--- src/rtl/mul_pkg.sv ---
// mul_pkg: shared constants and FSM encoding for the iterative multiplier.
//   MUL_W       default operand width
//   MUL_CNT_W   default iteration counter width
//   mul_state_t IDLE / RUN / FIX
package mul_pkg;
  localparam int MUL_W     = 32;
  localparam int MUL_CNT_W = 6;

  typedef enum logic [1:0] {
    IDLE = 2'd0,
    RUN  = 2'd1,
    FIX  = 2'd2
  } mul_state_t;
endpackage

--- src/rtl/mul_seq_cla.sv ---
// Carry-lookahead adder built from 4-bit PG/GG slices.
//   cla4       one 4-bit slice: sum plus group propagate/generate
//     x, y, ci -> s, pg, gg
//   cla_add33  W-bit add with carry out (W+1-bit result) from W/4 slices and a
//              second-level lookahead over the slice pg/gg pairs
//     x, y, ci -> s[W:0] (s[W] is the carry out)
module cla4 (
  input  logic [3:0] x,
  input  logic [3:0] y,
  input  logic       ci,
  output logic [3:0] s,
  output logic       pg,
  output logic       gg
);
  logic [3:0] p, g, c;

  assign p = x ^ y;
  assign g = x & y;

  always_comb begin
    c    = '0;
    c[0] = ci;
    for (int i = 0; i < 3; i++) c[i+1] = g[i] | (p[i] & c[i]);
  end

  assign s  = p ^ c;
  assign pg = &p;
  assign gg = g[3] | (p[3] & g[2]) | (p[3] & p[2] & g[1]) | (p[3] & p[2] & p[1] & g[0]);
endmodule

module cla_add33 import mul_pkg::*; #(
  parameter int W = MUL_W
) (
  input  logic [W-1:0] x,
  input  logic [W-1:0] y,
  input  logic         ci,
  output logic [W:0]   s
);
  localparam int NS = W / 4;

  logic [NS-1:0]      pg, gg;
  logic [NS:0]        c;
  logic [NS-1:0][3:0] s4;

  // Slice carries come only from group pg/gg, never from slice sums.
  always_comb begin
    c    = '0;
    c[0] = ci;
    for (int i = 0; i < NS; i++) c[i+1] = gg[i] | (pg[i] & c[i]);
  end

  generate
    for (genvar i = 0; i < NS; i++) begin : g_sl
      cla4 u_sl (
        .x  (x[4*i +: 4]),
        .y  (y[4*i +: 4]),
        .ci (c[i]),
        .s  (s4[i]),
        .pg (pg[i]),
        .gg (gg[i])
      );
    end
  endgenerate

  assign s = {c[NS], s4};
endmodule

--- src/rtl/mul_seq.sv ---
// mul_seq: iterative shift-add multiplier for MULT/MULTU, owns HI/LO.
//   clk, rst_n            clock, async active-low reset
//   start, signed_op,a,b  launch a multiply (accepted only when idle)
//   cancel                abort an op in flight (no result, no done)
//   hi_we, lo_we, wdata   MTHI/MTLO writes, honoured only when idle
//   busy                  op in flight
//   done                  one-cycle pulse, hi/lo hold the new product
//   hi, lo                product registers
// Optional: define MUL_EARLY_TERM_EN to leave RUN as soon as the remaining
// multiplier bits are all zero; FIX then right-aligns the partial product.
module mul_seq import mul_pkg::*; #(
  parameter int W  = MUL_W,
  parameter int CW = MUL_CNT_W
) (
  input  logic         clk,
  input  logic         rst_n,
  input  logic         start,
  input  logic         signed_op,
  input  logic [W-1:0] a,
  input  logic [W-1:0] b,
  input  logic         cancel,
  input  logic         hi_we,
  input  logic         lo_we,
  input  logic [W-1:0] wdata,
  output logic         busy,
  output logic         done,
  output logic [W-1:0] hi,
  output logic [W-1:0] lo
);
  mul_state_t     state;
  logic [W-1:0]   acc, mq, mcand;
  logic [CW-1:0]  cnt;
  logic           neg;

  logic [W-1:0]   a_abs, b_abs, fhi, flo, ax, ay, nmq;
  logic           ac, fin, hi_co_unused;
  logic [W:0]     as, hs;
  logic [2*W-1:0] res;

  // Magnitudes; -0x80000000 wraps back to 0x80000000, which is the correct
  // unsigned magnitude.
  assign a_abs = (signed_op && a[W-1]) ? -a : a;
  assign b_abs = (signed_op && b[W-1]) ? -b : b;

`ifdef MUL_EARLY_TERM_EN
  // Set bits mark mq positions still holding unconsumed multiplier bits.
  logic [W-1:0] rem, rem_n;
  assign rem_n = rem >> 1;
  // cnt counts the steps skipped, so shift the product down by that much.
  assign {fhi, flo} = {acc, mq} >> cnt;
  assign fin = ((nmq & rem_n) == '0) || (cnt == CW'(1));
`else
  assign {fhi, flo} = {acc, mq};
  assign fin = (cnt == CW'(1));
`endif

  // Low adder is shared: RUN does acc + partial, FIX does ~lo + 1.
  always_comb begin
    if (state == FIX) begin
      ax = ~flo;
      ay = '0;
      ac = 1'b1;
    end else begin
      ax = acc;
      ay = mq[0] ? mcand : '0;
      ac = 1'b0;
    end
  end

  cla_add33 #(.W(W)) u_lo (.x(ax), .y(ay), .ci(ac), .s(as));
  // High half of the negation takes the low half's carry in the same cycle.
  cla_add33 #(.W(W)) u_hi (.x(~fhi), .y({W{1'b0}}), .ci(as[W]), .s(hs));

  assign hi_co_unused = hs[W];
  assign res = neg ? {hs[W-1:0], as[W-1:0]} : {fhi, flo};
  assign nmq = {as[0], mq[W-1:1]};

  always_ff @(posedge clk or negedge rst_n) begin
    if (!rst_n) begin
      state <= IDLE;
      hi    <= '0;
      lo    <= '0;
      busy  <= 1'b0;
      done  <= 1'b0;
      acc   <= '0;
      mq    <= '0;
      mcand <= '0;
      cnt   <= '0;
      neg   <= 1'b0;
`ifdef MUL_EARLY_TERM_EN
      rem   <= '0;
`endif
    end else begin
      done <= 1'b0;
      case (state)
        IDLE: begin
          if (hi_we) hi <= wdata;
          if (lo_we) lo <= wdata;
          // A start during the done pulse is dropped, as is one with cancel.
          if (start && !cancel && !done) begin
            mcand <= a_abs;
            mq    <= b_abs;
            neg   <= signed_op & (a[W-1] ^ b[W-1]);
            acc   <= '0;
            cnt   <= CW'(W);
            busy  <= 1'b1;
            state <= RUN;
`ifdef MUL_EARLY_TERM_EN
            rem   <= '1;
`endif
          end
        end
        RUN: begin
          if (cancel) begin
            busy  <= 1'b0;
            state <= IDLE;
          end else begin
            acc <= as[W:1];
            mq  <= nmq;
            cnt <= cnt - CW'(1);
`ifdef MUL_EARLY_TERM_EN
            rem <= rem_n;
`endif
            if (fin) state <= FIX;
          end
        end
        FIX: begin
          busy  <= 1'b0;
          state <= IDLE;
          if (!cancel) begin
            hi   <= res[2*W-1:W];
            lo   <= res[W-1:0];
            done <= 1'b1;
          end
        end
        default: begin
          busy  <= 1'b0;
          state <= IDLE;
        end
      endcase
    end
  end
endmodule

--- config.mk ---
export PLATFORM = sky130hd
export DESIGN_NAME = mul_seq
export DESIGN_NICKNAME = d
export VERILOG_FILES = /design/src/rtl/mul_pkg.sv /design/src/rtl/mul_seq_cla.sv /design/src/rtl/mul_seq.sv
export SDC_FILE = /design/constraint.sdc
export NUM_CORES = 1
export LEC_CHECK = 0
export ABC_AREA = 1
export BUFFER_PORTS_ARGS = -buffer_cell sky130_fd_sc_hd__buf_2
export CAP_MARGIN = 20
export CORE_ASPECT_RATIO = 1.2
export CORE_MARGIN = 8
export CORE_UTILIZATION = 64
export DETAILED_ROUTE_END_ITERATION = 16
export HOLD_SLACK_MARGIN = 0.1
export PLACE_DENSITY = 0.95
export SLEW_MARGIN = 20
export SYNTH_ARGS = -nofsm -noshare
export SYNTH_HDL_FRONTEND = slang
export SYNTH_HIERARCHICAL = 1
export SYNTH_SLANG_ARGS = --single-unit
--- constraint.sdc ---
create_clock -name clk -period 12.95 [get_ports clk]
set_input_delay 3.2375 -clock clk [delete_from_list [all_inputs] [get_ports clk]]
set_output_delay 3.2375 -clock clk [all_outputs]
set_load 0.01 [all_outputs]
# --- Word-level counts from Yosys, hierarchy flattened ---
# Cells that the tools add are included.
classes:
  reduce_logical: 30
  n_addsub: 3
  n_mux: 31
  eq_ne: 10
  n_bitwise: 195
ops:
  columns: ["operator", "n"]
  rows:
  - ["32-bit two-way mux", 13]
  - ["32-bit case mux with 2 select lines", 4]
  - ["1-bit AND", 104]
  - ["4-bit bitwise XOR", 24]
  - ["64-bit two-way mux", 1]
  - ["32-bit negation", 2]
  - ["32-bit NOT", 2]
  - ["4-bit AND reduction", 15]
  - ["1-bit OR", 56]
  - ["4-bit AND", 8]
  - ["6-bit two-way mux", 2]
  - ["2-bit inequality test (second input constant)", 6]
  - ["6-bit case mux with 2 select lines", 1]
  - ["3-bit AND reduction", 3]
  - ["6-bit by 1-bit equality test with 1-bit output (second input constant)", 1]
  - ["2-bit two-way mux", 3]
  - ["2-bit AND reduction", 3]
  - ["6-bit by 1-bit subtractor with 6-bit output (second input constant)", 1]
  - ["1-bit two-way mux", 5]
  - ["1-bit logical AND", 4]
  - ["2-bit case mux with 2 select lines", 1]
  - ["2-bit nonzero test", 2]
  - ["3-bit inequality test (second input constant)", 1]
  - ["2-bit by 1-bit equality test with 1-bit output (second input constant)", 1]
  - ["other kinds (5)", 6]
totals:
  elab_cells: 279
  output_inout_bits: 66
  in_bits: 103
  regBits: 171

# --- Logic depth before layout (Yosys ltp) ---
# Gate-level depths: netlist of run 1.
logic_depth:
  ltp_word: 36
  ltp_mapped: 51
  depth_no_buf: 48

# --- Cells and area by module ---
# Netlist of run 1, hierarchy kept.
by_module_without_submodules:
  columns: ["mod", "n_inst", "seq_area_each_um2", "cells_per_inst", "area_each_um2"]
  rows:
  - ["mul_seq", 1, 4279.1, 1435, 10074.7]
  - ["cla4 (u_hi.g_sl[3].u_sl ...)", 10, 0.0, 24, 186.4]
  - ["cla4 (u_hi.g_sl[0].u_sl ...)", 6, 0.0, 24, 181.4]
  - ["cla_add33", 2, 0.0, 25, 130.1]

# --- Worst setup path before layout of run 1 ---
# No wires, ideal clock.
synth_timing:
  kind: "register to register"
  startpoint: "register state[1]"
  endpoint: "register hi[31]"
  required_time_ns: 12.820
  arrival_time_ns: 4.793
  setup_time_ns: 0.130
  path_buffers: 3
  stages_incl_launch_ff: 50
  path_slack_ns: 8.027
  synth_period_minus_slack_ns: 4.923
  path_cell_list: "dfrtp_1 > inv_1 > nor2_4 > clkbuf_1 > clkbuf_1 > o21ai_0 > ha_1 > nand2_1 > nor2_1 > nor2_1 > nand2_1 > inv_1 > nand2_2 > nand2_2 > nand2_2 > nand2_2 > nand2_2 > nand2_2 > [14 not listed] > nand2_2 > nand2_2 > nand2_2 > nand2_2 > nand2_2 > nand2_2 > nand2_2 > nand2_2 > nand2_2 > nand2_2 > inv_1 > fa_1 > inv_1 > fa_1 > fa_1 > xor2_1 > o21ai_0 > a31oi_1"
synth_via:
  elab_chain_len: 36
  elab_cells_between_ends: 127
  classes_between: "3 x eq/ne; 6 x mux; 107 x bitwise; 11 x reduce/logical"
synth_lines:
  columns: ["element", "line", "source"]
  rows:
  - ["from (decl)", "mul_seq.sv:30", "mul_state_t state;"]
  - ["from (signal assigned)", "mul_seq.sv:80", "state <= IDLE;"]
  - ["from (signal assigned)", "mul_seq.sv:107", "state <= RUN;"]
  - ["from (signal assigned)", "mul_seq.sv:116", "state <= IDLE;"]
  - ["2-bit equality test *", "mul_seq.sv:59", "if (state == FIX) begin"]
  - ["32-bit two-way mux *", "mul_seq.sv:59", null]
  - ["net ax[2]", "mul_seq.sv:35", "logic [W-1:0] a_abs, b_abs, fhi, flo, ax, ay, nmq;"]
  - ["4-bit AND / 4-bit bitwise XOR (equally long branches)", "mul_seq_cla.sv:18, mul_seq_cla.sv:17", null]
  - ["1-bit AND", "mul_seq_cla.sv:28", "assign gg = g[3] | (p[3] & g[2]) | (p[3] & p[2] & g[1]) | (p[3] & p[2] & p[1] & g[0]);"]
  - ["1-bit OR / 1-bit AND (equally long branches) (2 in a row)", "mul_seq_cla.sv:28", null]
  - ["1-bit OR *", "mul_seq_cla.sv:28", null]
  - ["net u_lo.gg[0]", "mul_seq_cla.sv:41", "logic [NS-1:0] pg, gg;"]
  - ["[1 not listed]", null, null]
  - ["net u_lo.c[1]", "mul_seq_cla.sv:42", "logic [NS:0] c;"]
  - ["[2 not listed]", null, null]
  - ["net u_lo.c[2]", "mul_seq_cla.sv:42", null]
  - ["[2 not listed]", null, null]
  - ["net u_lo.c[3]", "mul_seq_cla.sv:42", null]
  - ["[2 not listed]", null, null]
  - ["net u_lo.c[4]", "mul_seq_cla.sv:42", null]
  - ["[2 not listed]", null, null]
  - ["net u_lo.c[5]", "mul_seq_cla.sv:42", null]
  - ["[2 not listed]", null, null]
  - ["net u_lo.c[6]", "mul_seq_cla.sv:42", null]
  - ["[2 not listed]", null, null]
  - ["net u_lo.c[7]", "mul_seq_cla.sv:42", null]
  - ["[2 not listed]", null, null]
  - ["net u_lo.c[8]", "mul_seq_cla.sv:42", null]
  - ["[1 not listed]", null, null]
  - ["net u_hi.c[1]", "mul_seq_cla.sv:42", null]
  - ["[1 not listed]", null, null]
  - ["net u_hi.c[2]", "mul_seq_cla.sv:42", null]
  - ["[1 not listed]", null, null]
  - ["net u_hi.c[3]", "mul_seq_cla.sv:42", null]
  - ["[1 not listed]", null, null]
  - ["net u_hi.c[4]", "mul_seq_cla.sv:42", null]
  - ["[1 not listed]", null, null]
  - ["net u_hi.c[5]", "mul_seq_cla.sv:42", null]
  - ["[1 not listed]", null, null]
  - ["net u_hi.c[6]", "mul_seq_cla.sv:42", null]
  - ["1-bit AND *", "mul_seq_cla.sv:49", "for (int i = 0; i < NS; i++) c[i+1] = gg[i] | (pg[i] & c[i]);"]
  - ["net u_hi.c[7]", "mul_seq_cla.sv:42", null]
  - ["1-bit AND * (3 in a row)", "mul_seq_cla.sv:23", "for (int i = 0; i < 3; i++) c[i+1] = g[i] | (p[i] & c[i]);"]
  - ["4-bit bitwise XOR *", "mul_seq_cla.sv:26", "assign s = p ^ c;"]
  - ["net hs[31]", "mul_seq.sv:37", "logic [W:0] as, hs;"]
  - ["64-bit two-way mux *", "mul_seq.sv:75", "assign res = neg ? {hs[W-1:0], as[W-1:0]} : {fhi, flo};"]
  - ["32-bit two-way mux *", "mul_seq.sv:130", "if (!cancel) begin"]
  - ["32-bit case mux with 2 select lines *", "mul_seq.sv:95", "case (state)"]
  - ["to (signal assigned)", "mul_seq.sv:97", "if (hi_we) hi <= wdata;"]
  - ["to (signal assigned)", "mul_seq.sv:131", "hi <= res[2*W-1:W];"]
  - ["to (decl)", "mul_seq.sv:27", "output logic [W-1:0] hi,"]
# The timed path passes the listed nets; every way through them passes the cells marked *. The select of a mux whose other input is x is not followed.
# A chain may end at the register's enable or synchronous reset.

# --- Final worst setup path of run 1 ---
layout_timing:
  startpoint: "register state[1]"
  endpoint: "register hi[31]"
layout_via:
  elab_cells_between_ends: 127
  classes_between: "3 x eq/ne; 6 x mux; 107 x bitwise; 11 x reduce/logical"
layout_rtl:
  columns: ["element", "line"]
  rows:
  - ["2-bit equality test *", "mul_seq.sv:59"]
  - ["32-bit two-way mux *", "mul_seq.sv:59"]
  - ["net ay[1]", "mul_seq.sv:35"]
  - ["4-bit AND / 4-bit bitwise XOR (equally long branches)", "mul_seq_cla.sv:18, mul_seq_cla.sv:17"]
  - ["1-bit AND", "mul_seq_cla.sv:28"]
  - ["1-bit OR / 1-bit AND (equally long branches)", "mul_seq_cla.sv:28"]
  - ["1-bit OR *", "mul_seq_cla.sv:28"]
  - ["net u_lo.gg[0]", "mul_seq_cla.sv:41"]
  - ["[1 not listed]", null]
  - ["net u_lo.c[1]", "mul_seq_cla.sv:42"]
  - ["[2 not listed]", null]
  - ["net u_lo.c[2]", "mul_seq_cla.sv:42"]
  - ["[2 not listed]", null]
  - ["net u_lo.c[3]", "mul_seq_cla.sv:42"]
  - ["[2 not listed]", null]
  - ["net u_lo.c[4]", "mul_seq_cla.sv:42"]
  - ["[2 not listed]", null]
  - ["net u_lo.c[5]", "mul_seq_cla.sv:42"]
  - ["[2 not listed]", null]
  - ["net u_lo.c[6]", "mul_seq_cla.sv:42"]
  - ["[2 not listed]", null]
  - ["net u_lo.c[7]", "mul_seq_cla.sv:42"]
  - ["[2 not listed]", null]
  - ["net as[32]", "mul_seq.sv:37"]
  - ["[1 not listed]", null]
  - ["net u_hi.c[1]", "mul_seq_cla.sv:42"]
  - ["[1 not listed]", null]
  - ["net u_hi.c[2]", "mul_seq_cla.sv:42"]
  - ["[1 not listed]", null]
  - ["net u_hi.c[3]", "mul_seq_cla.sv:42"]
  - ["[1 not listed]", null]
  - ["net u_hi.c[4]", "mul_seq_cla.sv:42"]
  - ["[1 not listed]", null]
  - ["net u_hi.c[5]", "mul_seq_cla.sv:42"]
  - ["[1 not listed]", null]
  - ["net u_hi.c[6]", "mul_seq_cla.sv:42"]
  - ["1-bit AND *", "mul_seq_cla.sv:49"]
  - ["net u_hi.c[7]", "mul_seq_cla.sv:42"]
  - ["1-bit AND * (3 in a row)", "mul_seq_cla.sv:23"]
  - ["4-bit bitwise XOR *", "mul_seq_cla.sv:26"]
  - ["net hs[31]", "mul_seq.sv:37"]
  - ["64-bit two-way mux *", "mul_seq.sv:75"]
  - ["32-bit two-way mux *", "mul_seq.sv:130"]
  - ["32-bit case mux with 2 select lines *", "mul_seq.sv:95"]
# Marked as above.

==> impl_results.md, run 1 <==
* Clk Latency, worst-skew pair at 450 ps
* CP Max Fanout at 89
* Hold-fix buffers at CTS at 0
* H-tree depth at 4
* Max Clk Rate at roughly 0.17 GHz
* Post-route ant nets at 0
* Worst-Margin Slew at 1090 ps
* Crit-path slowest cell: buf_4
* Tcrit/Tclk final at between 40 and 50%
* Pleak at 7.31 nW
* RSZ-0062 raised after global routing: false
* Most common cell after layout, fill and taps aside: nand2_1
* Share of post-route cells with drive strength above 1 at 13.4%
* Slowest Stage Delay on Critical Path at 610 ps
* Most frequent cells in the layout: 361 x nand2_1, 257 x inv_1, 220 x nor2_1
* Fin Setup TNS at 0 ps
* Synth Cell Area at 13200 um^2
* CTS tree: built
* Max-Cap Viols at 0
* Number of I/O port buffers at between 150 and 200
* Remaining DRCs at 0
* CTS buffer count at 17
* Drt via density at 5.89
* Row count at 57
* Total congestion overflow at 0
* GRT Total Usage at between 20% and 30%
* Hold Fails Final Rpt at 0
* Outcome: finished clean
* Most used cell, CP: nand2_2
* Clk_skew at 14.2 ps
* PostCTS Resize Cnt at 0
* WP data arrival at 6060 ps
* Number of global-route vias before repair at 13000
* Worst EP required at between 10000 and 15000 ps
* Post-layout net count at 2230
* # Post-CTS Setup Buffers at 0
* Fillers at 1467
* DR pass1 iterations at 6
* Critical path endpoint category: register
* Post-DP HPWL at 28600 um
* CTS root buffer: clkbuf_16
* I/O pin count at 169
* Max-slew headroom at 27.0%
* N_diodes at 0
* Slew Limit Fails at 0
* Pin count of the biggest net entering global routing at 98
* Tmin final at a little under 6000 ps
* Ys Warns at 6
* 1st-iter DRT viols at about 1600
* Initial core utilization at 65.1%
* WL per Instance at roughly 17 um
* Wirelength, routed at 38800 um
* First-pass GRT wire length at 62500 um
* Pwr Density at 145 nW/um^2
* Die X at ~150 um
* # setup viols final at 0
* Max Root-Sink Buffers at 2
* CTS sink cnt at 171
* Worst Hold Class: register to register
* Worst IR Drop VDD at 0.113 mV
* CP startpoint kind: register
* Post-Syn Area per Cell at 7.12 um^2
* Util after Layout at 73.1%
* DIE AREA at between 20000 and 30000 um^2
* Setup CP Type: register to register
* Syn-to-layout area delta at 12.3%
* Post-Syn Instances at 1851
* Clk slew on worst S/H paths at roughly 70 ps
* Vias at about 13000
* Placer Congestion at between 0.9 and 1
* Initial antenna violation count at 0
* Die extent in y at 173 um
* Core footprint at 20300 um^2
[cell type report]
cell class | instances | area (um^2) | share of cell area, %
clock buffers | 19 | 443 | 2.99
repair buffers | 177 | 915 | 6.18
multi-input cells | 1381 | 7720 | 52.1
clock inverters | 12 | 118 | 0.795
inverters | 266 | 998 | 6.75
flip-flops and latches | 171 | 4280 | 28.9
well taps | 265 | 332 | 2.24
[report_power, final]
| group | switching (mW) | internal (mW) | total (mW) |
|---|---|---|---|
| clock | 0.222 | 0.270 | 0.492 |
| combinational | 0.604 | 0.292 | 0.896 |
| sequential | 0.0819 | 0.675 | 0.757 |
| total | 0.908 | 1.24 | 2.14 |
[stage by stage]
step	cell area, um^2	total power [mW]	cells	setup WS, ps	hold WS (ps)
3_5_place_dp	14200	1.61	2260	7400	466
4_1_cts	14800	2.11	2291	7370	483
3_3_place_gp	14200	1.56	2260	7660	462
2_1_floorplan	13400	1.35	1903	8040	449
5_1_grt	14800	2.28	2291	6810	495
6_report	14800	2.14	2291	7190	484
[per-layer routing]
metal,track usage [%],vias to the layer above,share of wire (%)
li1,-,6262,-
met1,37.9,6233,40
met2,48.2,859,46
met3,6.82,138,10
met4,12.8,0,3.9
met5,0,-,0
[flip-flops by register name (all words and copies together), names as in the netlist]
register  flops
mcand        32
flo          32
cnt           6
state         2
acc          32
neg           1
hi           32
done          1
lo           32
busy          1
[worst max-delay path: cells and delay by family, from the launching register on]
family / cells / cell delay (ps)
simple gates: 34 / 2390
fa+ha+maj: 4 / 1310
buf+inv: 6 / 970
flops: 1 / 440
compound gates: 2 / 270
xor+xnor: 1 / 160
[worst paths after layout]
check,from,end,slack (ps),cells past startpoint
worst max register to register,state[1],hi[31],7190,47
worst min register to register,flo[26],flo[26],480,2
min in group asynchronous,rst_n,cnt[4],2820,1
worst max-delay path,state[1],hi[31],7190,47
worst min-delay path,flo[26],flo[26],480,2
max in group asynchronous,rst_n,acc[22],8600,2
(Power assumes the default switching activity.)
==> run 2, diff against run 1 <==
--- a/config.mk
+++ b/config.mk
@@ -10,10 +10,10 @@
 export CAP_MARGIN = 20
 export CORE_ASPECT_RATIO = 1.2
 export CORE_MARGIN = 8
-export CORE_UTILIZATION = 64
+export CORE_UTILIZATION = 60
 export DETAILED_ROUTE_END_ITERATION = 16
 export HOLD_SLACK_MARGIN = 0.1
-export PLACE_DENSITY = 0.95
+export PLACE_DENSITY = 0.9
 export SLEW_MARGIN = 20
 export SYNTH_ARGS = -nofsm -noshare
 export SYNTH_HDL_FRONTEND = slang
==> constraint.sdc (replaced) <==
create_clock -name clk -period 5.4 [get_ports clk]
set_input_delay 1.35 -clock clk [delete_from_list [all_inputs] [get_ports clk]]
set_output_delay 1.35 -clock clk [all_outputs]
set_load 0.01 [all_outputs]
==> run 2 against run 1 <==
Against the previous run:
- flip-flop and latch count unchanged
- clock skew is essentially flat
- via count decreased by 1.4%
- maximum frequency grew 11%
- sequential share of layout area is 0.36 points lower
- global-route usage fell by 1.4 points
- register-to-register slack got worse by 7000 ps
- die area up 6.0%
- non-clock buffer count up 10
- first-iteration DRC count decreased by 10%
- critical path type unchanged
- largest power group unchanged
- highest routed layer unchanged
==> impl_results.md, run 2 (synthesis gave the netlist of run 1 again) <==
* Outcome: finished clean
* GRT Total Usage at 28.5% (-1.4 points)
* Final Power at 5.23 mW (+140%)
* CTS root buffer: clkbuf_16
* Max-slew headroom at 28.1% (+1.1 points)
* Worst IR Drop VDD at 0.241 mV (+110%)
* CP startpoint kind: register
* I/O pin count at 169 (unchanged)
* WP data arrival at 5490 ps (-570 ps)
* DR pass1 iterations at 5 (-1)
* Worst-Margin Slew at 1080 ps (-15.8 ps)
* Core footprint at 21600 um^2 (+6.8%)
* Hold_ws at 487 ps (+3.20 ps)
* Tmin final at 5190 ps (-569 ps)
* Pwr Density at 349 nW/um^2 (+140%)
* Placed instance count at 2273 (+0.58%)
* Hold-fix buffers at CTS at 0 (unchanged)
* Util after Layout at 69.4% (-3.7 points)
* Worst Slack Setup Final at 206 ps (-6980 ps)
* Most used cell, CP: nand2_2
* Most common cell after layout, fill and taps aside: nand2_1
* CTS tree: built
* Total congestion overflow at 0 (unchanged)
* Number of I/O port buffers at 168 (unchanged)
* DIE AREA at 27000 um^2 (+6.0%)
* Post-route ant nets at 0 (unchanged)
* Tcrit/Tclk final at 96.2% (+52 points)
* Remaining DRCs at 0 (unchanged)
* Final Non-Filler Cells at 2313 (+0.96%)
* Sw Ratio at 41.3% (-1.0 points)
* Max-Cap Viols at 0 (unchanged)
* Max Clk Rate at 0.193 GHz (+11%)
* Clk_skew at 14.2 ps (-0.0287 ps)
* Fillers at 1694 (+15%)
* Crit-path slowest cell: dfrtp_2
* Worst Hold Class: register to register
* Pleak at 7.42 nW (+1.4%)
* H-tree depth at 4 (unchanged)
* CTS sink cnt at 171 (unchanged)
* 1st-iter DRT viols at 1398 (-10%)
* Hold Fails Final Rpt at 0 (unchanged)
* Vias at 13300 (-1.4%)
* Critical path endpoint category: register
* Setup CP Type: register to register
* Clock share of power at 25.1% (+2.2 points)
* R2R setup slack at 210 ps (-6980 ps)
* Sequential power share at 34.5% (-0.8 points)
* Number of global-route vias before repair at 12800 (-1.8%)
* Pre-CTS setup slack at 215 ps (-7180 ps)
* Design area at 15000 um^2 (+1.3%)
* Cell Area, Placed at 14300 um^2 (+0.38%)
* End point of the critical path: hi[31]
* FF-to-FF path depth at 48 (+2.1%)
* Comb pwr share at 40.4% (-1.4 points)
* Critical Path Start: state[1]
* Reg2Reg Launch Point: state[1]
* Die X at 151 um (+2.9%)
* WL per Instance at 16.6 um (-2.2%)
* Most frequent cells in the layout: 361 x nand2_1, 256 x inv_1, 220 x nor2_1
* Initial antenna violation count at 0 (unchanged)
* Placer Congestion at 0.944 (-3.4%)
* Worst EP required at 5690 ps (-7560 ps)
* Clk slew on worst S/H paths at 70 ps (about the same)
* Switching Power at 2.16 mW (+140%)
* Syn-to-layout area delta at 13.8%
* Bufs and invs on worst path at 5 (-1)
* # setup viols final at 0 (unchanged)
* Internal power at 3.07 mW (+150%)
* Row count at 59 (+3.5%)
* Initial core utilization at 60.9% (-4.1 points)
* Die extent in y at 178 um (+3.0%)
* CP Max Fanout at 5 (-94%)
* Wirelength, routed at 38300 um (-1.2%)
* WP depth at 48 (+2.1%)
* N_diodes at 0 (unchanged)
* Fin Setup TNS at 0 ps (unchanged)
* Slowest Stage Delay on Critical Path at 440 ps (-170 ps)
* Post-DP HPWL at 27600 um (-3.4%)
* Worst flop-to-flop path endpoint: hi[31]
* Drt via density at 5.75 (-2.3%)
* CTS buffer count at 17 (unchanged)
* Max Root-Sink Buffers at 2 (unchanged)
* Post-layout net count at 2242 (+0.54%)
* Pin count of the biggest net entering global routing at 107 (+9.2%)
* Clk Latency, worst-skew pair at 440 ps (about the same)
* Share of post-route cells with drive strength above 1 at 14.1% (+0.75 points)
* First-pass GRT wire length at 61700 um (-1.3%)
* Slew Limit Fails at 0 (unchanged)
* Critical path's top delay family: simple AND/OR/NAND/NOR gates
==> run 2: changes by cell type in the layout (fill, tap and decap cells not counted), sizes merged <==
cell | before | now
clkinv | 6 | 2
buf | 177 | 186
nor2 | 233 | 235
clkinvlp | 4 | 1
clkbuf | 19 | 20
bufinv | 1 | 3
inv | 267 | 273
==> run 2: power groups by stage <==
stage	sequential, mW	combinational [mW]	clock, mW
detailed placement	1.82	2.02	0
global route	1.84	2.38	1.37
CTS	1.80	2.06	1.32
floorplan	1.82	1.41	0
global placement	1.80	1.94	0
finish	1.81	2.11	1.31
==> run 2: worst min path at each step <==
stage	startpoint	to	slack, ps	cells past startpoint
2_1_floorplan	flo[17]	flo[17]	450	2
3_3_place_gp	flo[30]	flo[30]	460	2
3_5_place_dp	flo[23]	flo[23]	470	2
4_1_cts	flo[23]	flo[23]	480	2
5_1_grt	flo[24]	flo[24]	510	2
6_report	flo[23]	flo[23]	490	2
==> run 2: worst register-to-register path, delay by kind of cell (launching register included) <==
kind	cells	cell delay [ps]
and+or+nand+nor	35	2280
adders and majority gates	4	1290
buffers and inverters	5	510
DFF	1	440
AOI/OAI and AO/OA	3	380
xor gates and xnor gates	1	150
==> run 2: layout make-up <==
| cell class | count | area [um^2] | share of cell area (%) |
|---|---|---|---|
| clock buffers | 19 | 443 | 2.95 |
| well taps | 274 | 343 | 2.29 |
| flip-flops and latches | 171 | 4280 | 28.5 |
| multi-input cells | 1383 | 7740 | 51.6 |
| inverters | 266 | 998 | 6.66 |
| repair buffers | 187 | 1020 | 6.80 |
| clock inverters | 13 | 179 | 1.19 |
==> run 2: per-layer routing <==
metal  wire [um]  GRT usage, %  vias to the layer above  part of all wire (%)
li1            -             -                     6280                     -
met1       15500          37.7                     6232                    41
met2       18000          45.6                      692                    47
met3        3700          5.30                      103                   9.7
met4        1110          10.5                        0                   2.9
met5           0             0                        -                     0
==> run 2: what timing repair did <==
action                     CTS  global route
resized for setup            0             6
setup buffers                0             5
setup endpoints to repair    0             7
==> run 3, diff against run 2 <==
--- a/config.mk
+++ b/config.mk
@@ -12,6 +12,7 @@
 export CORE_MARGIN = 8
 export CORE_UTILIZATION = 60
 export DETAILED_ROUTE_END_ITERATION = 16
+export GPL_ROUTABILITY_DRIVEN = 0
 export HOLD_SLACK_MARGIN = 0.1
 export PLACE_DENSITY = 0.9
 export SLEW_MARGIN = 20
==> constraint.sdc (replaced) <==
create_clock -name clk -period 5.4 [get_ports clk]
set_input_delay 0 -clock clk [delete_from_list [all_inputs] [get_ports clk]]
set_output_delay 0 -clock clk [all_outputs]
set_load 0.01 [all_outputs]
==> run 3 against run 2 <==
Against the previous run:
- non-clock buffer count grew 107
- clock power down 11%
- global-route usage grew 2.6 points
- first-iteration DRC count grew 6.7%
- core utilization is 4.6 points higher
- largest power group unchanged
- via count up 6.0%
- count of clock-buffer cells in the layout grew 1
==> impl_results.md, run 3 (synthesis gave the netlist of run 1 again) <==
* Number of global-route vias before repair at 13700 (+7.3%)
* Worst Hold Class: input pin to async pin
* Pin count of the biggest net entering global routing at 127 (+19%)
* Most frequent cells in the layout: 361 x nand2_1, 257 x inv_1, 218 x nor2_1
* Post-DP HPWL at 27400 um (-0.77%)
* CP startpoint kind: register
* DIE AREA at 27000 um^2 (unchanged)
* First-pass GRT wire length at 67200 um (+9.0%)
* Post-route ant nets at 0 (unchanged)
* Crit-path slowest cell: fa_1
* H-tree depth at 4 (unchanged)
* Tmin final at 4990 ps (-204 ps)
* N_diodes at 0 (unchanged)
* Syn-to-layout area delta at 21.3%
* Initial antenna violation count at 1 (+1)
* WP data arrival at 5270 ps (-220 ps)
* Most used cell, CP: nand2_2
* DR pass1 iterations at 9 (+4)
* Core footprint at 21600 um^2 (unchanged)
* 1st-iter DRT viols at 1492 (+6.7%)
* Clk Latency, worst-skew pair at 440 ps (about the same)
* Share of post-route cells with drive strength above 1 at 13.3% (-0.79 points)
* Worst IR Drop VDD at 0.241 mV (+0.13%)
* Tcrit/Tclk final at 92.4% (-3.8 points)
* CTS sink cnt at 171 (unchanged)
* RSZ-0062 raised after global routing: false
* Hold Fails Final Rpt at 0 (unchanged)
* CP Max Fanout at 18 (+13)
* WL per Instance at 17.2 um (+3.8%)
* Worst EP required at 5680 ps (about the same)
* Total congestion overflow at 0 (unchanged)
* Post-layout net count at 2348 (+4.7%)
* Pwr Density at 323 nW/um^2 (-7.3%)
* Max-slew headroom at 26.2% (-1.9 points)
* Row count at 59 (unchanged)
* Pre-CTS setup slack at 363 ps (+148 ps)
* Max Clk Rate at 0.200 GHz (+4.1%)
* Worst-Margin Slew at 1110 ps (+28.2 ps)
* GRT Total Usage at 31.1% (+2.6 points)
* Fin Setup TNS at 0 ps (unchanged)
* CTS buffer count at 17 (unchanged)
* CTS root buffer: clkbuf_16
* Slowest Stage Delay on Critical Path at 390 ps (-50 ps)
* # setup viols final at 0 (unchanged)
* Max-Cap Viols at 0 (unchanged)
* Setup CP Type: register to register
* Clk_skew at 10.7 ps (-3.52 ps)
* Worst Slack Setup Final at 410 ps (+204 ps)
* Die X at 151 um (unchanged)
* Number of I/O port buffers at 168 (unchanged)
* Pleak at 7.81 nW (+5.3%)
* Clk slew on worst S/H paths at 70 ps (about the same)
* Remaining DRCs at 0 (unchanged)
* Slew Limit Fails at 0 (unchanged)
* CTS tree: built
* Wirelength, routed at 41600 um (+8.6%)
* Critical path endpoint category: register
* Drt via density at 5.83 (+1.4%)
* Die extent in y at 178 um (unchanged)
* Outcome: finished clean
* Max Root-Sink Buffers at 2 (unchanged)
* I/O pin count at 169 (unchanged)
* Most common cell after layout, fill and taps aside: nand2_1
* Vias at 14100 (+6.0%)
* Initial core utilization at 60.9% (unchanged)
==> run 3: path summary, 6_finish.rpt <==
path                       startpoint      end  slack [ps]  depth (start not counted)
setup / recovery             state[1]   hi[31]         410                         46
hold / removal                  rst_n     busy         190                          2
setup reg to reg             state[1]   hi[31]         410                         46
hold reg to reg               flo[24]  flo[24]         480                          2
max in group asynchronous       rst_n  acc[23]        3720                          3
min in group clk               cancel     done         390                          3
==> run 3: critical path: cells and delay by family, from the launching register on <==
| kind | cells | cell delay (ps) |
|---|---|---|
| compound gates | 3 | 440 |
| flops | 1 | 360 |
| fa+ha+maj | 4 | 1230 |
| xor+xnor | 1 | 160 |
| simple gates | 33 | 2190 |
| buf+inv | 5 | 460 |
==> run 3: where the power goes <==
group	internal (mW)	switching, mW
registers	1.62	0.189
clock network	0.628	0.536
logic	0.756	1.44
total	3.00	2.17
==> run 3: layout make-up <==
class / count / area [um^2]
well taps: 274 / 343
clock buffers: 20 / 467
repair buffers: 294 / 2080
inverters: 266 / 998
flip-flops and latches: 171 / 4280
multi-input cells: 1382 / 7730
clock inverters: 12 / 88.8
fillers: 1512 / 5640
==> run 3: timing repair <==
action,4_1_cts,5_1_grt
endpoints found under the hold margin,225,0
resized for setup,0,9
endpoints found under the setup margin,0,3
hold buffers,109,0
buffers inserted,0,3
==> run 3: metal layers <==
layer | track usage [%] | routed length [um]
met1 | 40.1 | 16100
met4 | 13.7 | 1560
met2 | 50.8 | 19600
met5 | 0 | 13
met3 | 4.85 | 4260
==> run 3: per-stage QoR <==
stage               utilization [%]  cells  area [um^2]  power, mW  hold WS [ps]
floorplan                         -   1903        13400       3.23          -296
global placement               66.1   2274        14300       3.73           129
detailed placement             66.1   2274        14300       3.85           129
CTS                            73.7   2415        15900       5.08           247
global route                   73.9   2419        16000       5.52           259
finish                         73.9   2419        16000       5.17           194
